## config.mk

```make
export PLATFORM = sky130hd
export DESIGN_NAME = inv_transmission_pipe
export DESIGN_NICKNAME = d
export VERILOG_FILES = /design/src/rtl/inv_transmission_pipe.sv
export SDC_FILE = /design/constraint.sdc
export NUM_CORES = 1
export LEC_CHECK = 0
export ABC_AREA = 0
export CORE_MARGIN = 2
export CORE_UTILIZATION = 50
export CTS_BUF_LIST = sky130_fd_sc_hd__clkbuf_8
export DETAILED_ROUTE_END_ITERATION = 10
export GPL_TIMING_DRIVEN = 0
export MAX_ROUTING_LAYER = met4
export PLACE_DENSITY = 0.67
export SLEW_MARGIN = 20
export SYNTH_ARGS = -nofsm -noshare
export SYNTH_HDL_FRONTEND = slang
export SYNTH_SLANG_ARGS = --single-unit
export TNS_END_PERCENT = 30
```

## constraint.sdc

```tcl
create_clock -name clk -period 6.9 [get_ports clk]
set_input_delay 0.69 -clock clk [delete_from_list [all_inputs] [get_ports clk]]
set_output_delay 0.69 -clock clk [all_outputs]
set_load 0.03 [all_outputs]
```

## src/rtl/inv_transmission_pipe.sv

```systemverilog
// Fully pipelined reciprocal 1/t (Q0.8 in, Q2.14 out) with a matched sideband delay line.
// Entry register S0 followed by 16 restoring-division stages; one pixel per clock.
module inv_transmission_pipe #(
  parameter int SB_W = 24
) (
  input  logic            clk,
  input  logic            rst,
  input  logic            stall,
  input  logic            in_valid,
  input  logic [7:0]      trans,
  input  logic [SB_W-1:0] in_sb,
  output logic            out_valid,
  output logic [15:0]     inv_trans,
  output logic [SB_W-1:0] out_sb
);

  // Handshake: a pixel is taken when in_valid=1 on a rising edge with stall=0;
  // there is no ready, so downstream must consume every out_valid=1 cycle.
  // stall freezes every stage (valid, data and sideband) together.

  localparam int NS = 17;

  logic [NS-1:0]            vld_q, vld_d;
  logic [NS-1:0]            sat_q, sat_d;
  logic [NS-1:0][15:0]      q_q, q_d;
  logic [NS-1:0][SB_W-1:0]  sb_q, sb_d;
  logic [NS-2:0][7:0]       d_q, d_d;
  logic [NS-2:0][8:0]       r_q, r_d;
  logic [NS-2:0]            ge_w;

  always_comb begin
    vld_d = vld_q;
    sat_d = sat_q;
    q_d   = q_q;
    sb_d  = sb_q;
    d_d   = d_q;
    r_d   = r_q;
    ge_w  = '0;

    // S0: the dividend 2^22 is represented by starting remainder 64 and 16 quotient bits
    vld_d[0] = in_valid;
    sat_d[0] = (trans <= 8'd64);
    q_d[0]   = '0;
    sb_d[0]  = in_sb;
    d_d[0]   = trans;
    r_d[0]   = 9'd64;

    for (int j = 0; j < NS - 1; j++) begin
      ge_w[j] = ({r_q[j], 1'b0} >= {2'b00, d_q[j]});
    end

    for (int k = 1; k < NS; k++) begin
      vld_d[k] = vld_q[k-1];
      sat_d[k] = sat_q[k-1];
      sb_d[k]  = sb_q[k-1];
      q_d[k]   = (q_q[k-1] << 1) | {15'd0, ge_w[k-1]};
    end

    // Remainder and divisor are only needed up to the stage feeding the last quotient bit
    for (int k = 1; k < NS - 1; k++) begin
      d_d[k] = d_q[k-1];
      if (ge_w[k-1]) begin
        r_d[k] = {r_q[k-1][7:0], 1'b0} - {1'b0, d_q[k-1]};
      end else begin
        r_d[k] = {r_q[k-1][7:0], 1'b0};
      end
    end
  end

  always_ff @(posedge clk) begin
    if (rst) begin
      vld_q <= '0;
      sat_q <= '0;
      q_q   <= '0;
      sb_q  <= '0;
      d_q   <= '0;
      r_q   <= '0;
    end else if (!stall) begin
      vld_q <= vld_d;
      sat_q <= sat_d;
      q_q   <= q_d;
      sb_q  <= sb_d;
      d_q   <= d_d;
      r_q   <= r_d;
    end
  end

  assign out_valid = vld_q[NS-1];
  assign inv_trans = sat_q[NS-1] ? 16'hFFFF : q_q[NS-1];
  assign out_sb    = sb_q[NS-1];

endmodule

```

* Word level (Yosys, flattened, before mapping) *
Cells that the tools add are included.

word-level totals
  bits in registers = 842
  bits of input ports = 36
  output and inout port bits = 41
  word-level logic and storage cells = 130

cells by class
  add/subtract/negate cells = 15
  magnitude comparators = 17
  mux-type cells = 16
  bitwise operators = 15

operators by type and width
  kind                                                             count
  greater-or-equal comparator 10 x 8 -> 1 bit                      15
  two-way mux 9 bit                                                15
  subtractor 9 x 8 -> 9 bit                                        14
  two-way mux 16 bit                                               1
  OR 16 x 1 -> 16 bit                                              1
  OR 15 x 1 -> 15 bit                                              1
  OR 14 x 1 -> 14 bit                                              1
  OR 13 x 1 -> 13 bit                                              1
  OR 12 x 1 -> 12 bit                                              1
  OR 11 x 1 -> 11 bit                                              1
  OR 10 x 1 -> 10 bit                                              1
  OR 9 x 1 -> 9 bit                                                1
  subtractor 8 x 8 -> 9 bit                                        1
  greater-or-equal comparator 8 bit                                1
  less-or-equal comparator 8 x 7 -> 1 bit (second input constant)  1
  OR 8 x 1 -> 8 bit                                                1
  OR 7 x 1 -> 7 bit                                                1
  OR 6 x 1 -> 6 bit                                                1
  OR 5 x 1 -> 5 bit                                                1
  OR 4 x 1 -> 4 bit                                                1
  OR 3 x 1 -> 3 bit                                                1
  OR 2 x 1 -> 2 bit                                                1

* Depth between registers and ports, before layout *
Gate-level depths: netlist (run 1).

  depth in word-level cells = 2
  gate-level depth with buffers = 9
  mapped depth without buffers = 8

* Worst setup path before layout (run 1) *
Ideal clock, no wire load.

  kind = register -> register
  from = reg d_q, in the netlist d_d[127]
  to = reg r_q[137] in the netlist's numbering
  setup time = 133 ps
  arrival time = 2122 ps
  data required time = 6767 ps
  setup slack = 4645 ps
  stages on the path, launching flop included = 10
  buffers on the path = 1
  clock period less this slack = 2255 ps
  cell sequence = dfxtp_1 > inv_1 > ha_1 > and4_4 > and4_4 > or3_4 > a211oi_4 > buf_6 > mux2i_1 > a21oi_1

between the ends
  word-level cells in the longest chain between the ends = 2

RTL lines
  what                                         RTL line  text
  start, declared                              27        logic [NS-2:0][7:0] d_q, d_d;
  start signal, assigned                       76        d_q <= '0;
  start signal, assigned                       83        d_q <= d_d;
  greater-or-equal comparator 10 x 8 -> 1 bit  49        ge_w[j] = ({r_q[j], 1'b0} >= {2'b00, d_q[j]});
  two-way mux 9 bit                            62        if (ge_w[k-1]) begin
  end signal, assigned                         84        r_q <= r_d;
  end, declared                                28        logic [NS-2:0][8:0] r_q, r_d;

No other way between the ends.
A chain may end at the register's enable or synchronous reset.

* Worst setup path in the final report (run 1) *
  from = in rst
  to = reg d_q[121] in the netlist's numbering

RTL lines
  what             RTL line  text
  start, declared  7         input logic rst,

No word-level cell between the ends.

==> flow_summary_export.csv, run 1 <==
group,metric,value,unit
run_status,outcome,"finished, final reports clean",
logic_synthesis,synth.area.top_cells,"dfxtp_1, mux2i_1, nor2_1",
drt,postRouteAntennaNets,0,
logic_synthesis,syn_area,36100,um2
logic_synthesis,yosysTopAreaCell,"dfxtp_1",
logic_synthesis,yosysMostFrequentCell,"dfxtp_1",
placed_design,place.gp.congestion,0.920,
pwr,power_leakage,0.0175,uW
sta,hold_violations,0,
min_path,hp-start,"r_q[135]",
critical_path,critPathLaunchType,"input port",
grt,grt_max_degree,17,
drt,vias_per_cell,5.28,
finish,drive_above_1_share,8.29,%
drt,initialDrtViolationCount,1792,
critical_path,cp.arrival,3.96,ns
grt,grt-ovfl-total,0,
sta,fin_crit,3.36,ns
critical_path,timing.rr.end,"r_q[39]",
logic_synthesis,synth.top_cell.area_share,46.7,%
pwr,switching_share,28.4,%
floorplan,core_area,71500,um2
sta,setup_violations,0,
critical_path,r2r_slack,4.24,ns
run,drv_cap,0,
pwr,combinationalPowerShare,15.8,%
sta,max_slew_margin,23.9,%
drt,drt-met1-wl,42.7,mm
drt,wl_met2,37.2,mm
sta,rsz0062_at_grt,"false",
critical_path,cp.required,7.50,ns
drt,first_pass_iters,7,
clock_tree,cts_buffers,143,
grt,grtUsageTotal,23.8,%
logic_synthesis,synth_edf_count,0,
placed_design,port_buffers,75,
logic_synthesis,syn_avg_cell_area,9.80,um2
clock_tree,cts_resized,0,
floorplan,die-area,74400,um2
logic_synthesis,synthTopCellsByCount,"dfxtp_1, nor2_1, mux2i_1, inv_1, a21oi_1",
logic_synthesis,async_flop_share,0,%
sta,setup_tns,0,ns
clock_tree,cts.clk_slew.worst_paths,0.06,ns
pwr,vdd_drop_max,0.000167,V
sta,clock-skew-final,0.0406,ns
pwr,intPower,8020,uW
finish,area_delta_synth_final,13.0,%
floorplan,ioPinCount,77,
sta,finalWorstSetupSlack,3.54,ns
clock_tree,root_buffer,"clkbuf_8",
grt,grt_pass1_wl,138,mm
sta,fmax,0.298,GHz
clock_tree,htreeDepth,4,
drt,drt-total-wl,85.9,mm
logic_synthesis,synth.net_count,3856,
drt,via_count,26200,
drt,dr.max_layer_used,"met4",
pwr,p_sw,3170,uW
grt,antenna_found_initial,2,
floorplan,dieWidth,273,um
clock_tree,cts_tree,"yes",
floorplan,initial_core_util,50.5,%
logic_synthesis,ys.flop_type,"dfxtp_1",
pwr,power.density,274,nW/um2
grt,grt_pass1_vias,24800,
pwr,finalPower,11200,uW
logic_synthesis,synthCells,3685,
clock_tree,worstSkewPairLatency,0.78,ns
placed_design,place_area,38100,um2
clock_tree,ctsHoldBuffers,0,
finish,nNetsFinal,4076,
sta,layout_worst_path_cycle_share,48.7,%
clock_tree,cts_buffer_depth,3,
critical_path,r2r-start,"d_d[34]",
pwr,power_frac_clock,38.2,%
logic_synthesis,seq_area_frac_synth,46.7,%
sta,tightest_slew,1.14,ns
clock_tree,cts_num_sinks,842,
placed_design,placedCellCount,4710,
placed_design,dp_slack,2.85,ns
drt,wire_per_inst,17.3,um
pwr,p_seq_share,46.0,%
logic_synthesis,yosysUniqueCellTypes,66,
drt,drc,0,
clock_tree,post-cts-setup-buffers,0,
min_path,hold_depth,2,
critical_path,crit_type,"in -> reg",
sta,maxSlewViolCount,0,
finish,design_area,40800,um2
critical_path,cp_max_fo,10,
critical_path,reg2reg_depth,9,
floorplan,die_h,273,um
critical_path,end_kind,"register",
logic_synthesis,ys_ff_latch,842,
floorplan,row_count,98,
logic_synthesis,yosys_warnings,0,
placed_design,dp_hpwl,61.3,mm
finish,layoutNonFillerInstCount,4959,
min_path,hp-class,"reg -> reg",
drt,wl_met3,4.28,mm
min_path,worstHoldEndpoint,"r_q[135]",
==> critical path, stage by stage <==
cell and delay, ns:
clkdlybuf4s50_1 0.63, clkbuf_1 0.89, clkbuf_1 0.80, clkbuf_1 0.82, nor2_1 0.11
==> layout by cell type, fill, tap and decap left out, types with 9 or more instances in the layout <==
| cell type | instances |
|---|---|
| o21bai_1 | 24 |
| o31ai_1 | 27 |
| a21oi_1 | 127 |
| nor2b_1 | 35 |
| and4_4 | 12 |
| a2111oi_2 | 9 |
| o31a_1 | 17 |
| clkbuf_8 | 168 |
| nor2_1 | 777 |
| xor2_1 | 25 |
| clkdlybuf4s50_1 | 75 |
| nor3_1 | 35 |
| a32oi_1 | 14 |
| buf_2 | 65 |
| dfxtp_1 | 842 |
| o21ai_0 | 76 |
| inv_1 | 214 |
| nand2b_1 | 44 |
| xnor2_1 | 34 |
| a311oi_1 | 9 |
| mux2i_1 | 725 |
| ha_1 | 121 |
| or3_1 | 17 |
| o21a_1 | 48 |
| clkbuf_1 | 126 |
| nand3_1 | 14 |
| a21o_1 | 14 |
| clkinv_2 | 9 |
| buf_1 | 10 |
| a22o_1 | 20 |
| nand2_1 | 73 |
| a211oi_1 | 30 |
| fa_1 | 14 |
| or2_2 | 16 |
==> flip-flops by register name, summed over array words and instances (netlist names) <==
register and cells:
d_q 8, sat_q 17, q_q 136, sb_d 384
r_q 136, vld_q 17, d_d 120, out_sb 24
==> kinds of logic after synthesis <==
| logic type | synth area share (%) |
|---|---|
| XOR/XNOR | 1.43 |
| buffers and inverters | 4.23 |
| flip-flops | 46.7 |
| AO/OA/AOI/OAI | 9.82 |
| AND/OR/NAND/NOR | 12.8 |
| adder cells (fa/ha/maj) | 4.97 |
| multiplexers | 20.1 |
==> power by group through the flow <==
stage / logic, uW / clock network (uW) / registers, uW
after floorplan: 1350 / 0 / 5200
after global placement: 1730 / 0 / 5250
after detailed placement: 1740 / 0 / 5250
after CTS: 1750 / 4390 / 5150
after global routing: 1930 / 4610 / 5160
final: 1770 / 4270 / 5150
==> worst max-delay path by stage <==
stage	startpoint	to	slack, ns	cells past startpoint
after global routing	rst	d_q[123]	3.55	5
after CTS	rst	d_q[121]	3.69	5
after detailed placement	rst	d_q[121]	2.85	5
final	rst	d_q[121]	3.54	5
after global placement	rst	d_q[121]	2.76	5
after floorplan	d_d[127]	r_q[137]	4.65	9
==> layout make-up <==
type / count / area [um2]
Fill cell: 6332 / 30700
Multi-Input combinational cell: 2474 / 17700
Sequential cell: 842 / 16900
Clock buffer: 168 / 2310
Tap cell: 950 / 1190
Buffer: 210 / 933
Timing Repair Buffer: 75 / 751
Inverter: 159 / 597
Clock inverter: 78 / 434
Antenna cell: 3 / 7.51
==> per-stage QoR <==
stage,hold slack (ns),util [%]
CTS,0.416,57.1
floorplan,0.429,-
global route,0.486,57.1
detailed placement,0.463,53.2
global placement,0.461,53.2
finish,0.476,57.1
==> routing by layer <==
layer | GRT usage [%] | vias to the layer above
li1 | - | 13200
met1 | 33.3 | 12300
met2 | 35.3 | 573
met3 | 3.88 | 132
met4 | 7.27 | 0
met5 | - | -
Note: power is estimated with default switching activity, not from simulation.
==> run 2: changes to the inputs <==
- clock period: 6.9 -> 3.3 ns (I/O delays scaled with it)
==> results of run 2 <==
The final DEF is identical to that of run 1. Status: finished, final reports clean.
Main changes from that run: setup slack after placement 2.85 ns -> -0.387 ns; setup slack after layout 3.54 ns -> 0.303 ns; hold slack 0.476 ns -> 0.134 ns; register-to-register setup slack 4.24 ns -> 0.64 ns; end point of the worst hold path r_q[135] -> r_q[120]; total power 11200 uW -> 23400 uW; worst IR drop on VDD 0.000167 V -> 0.000350 V
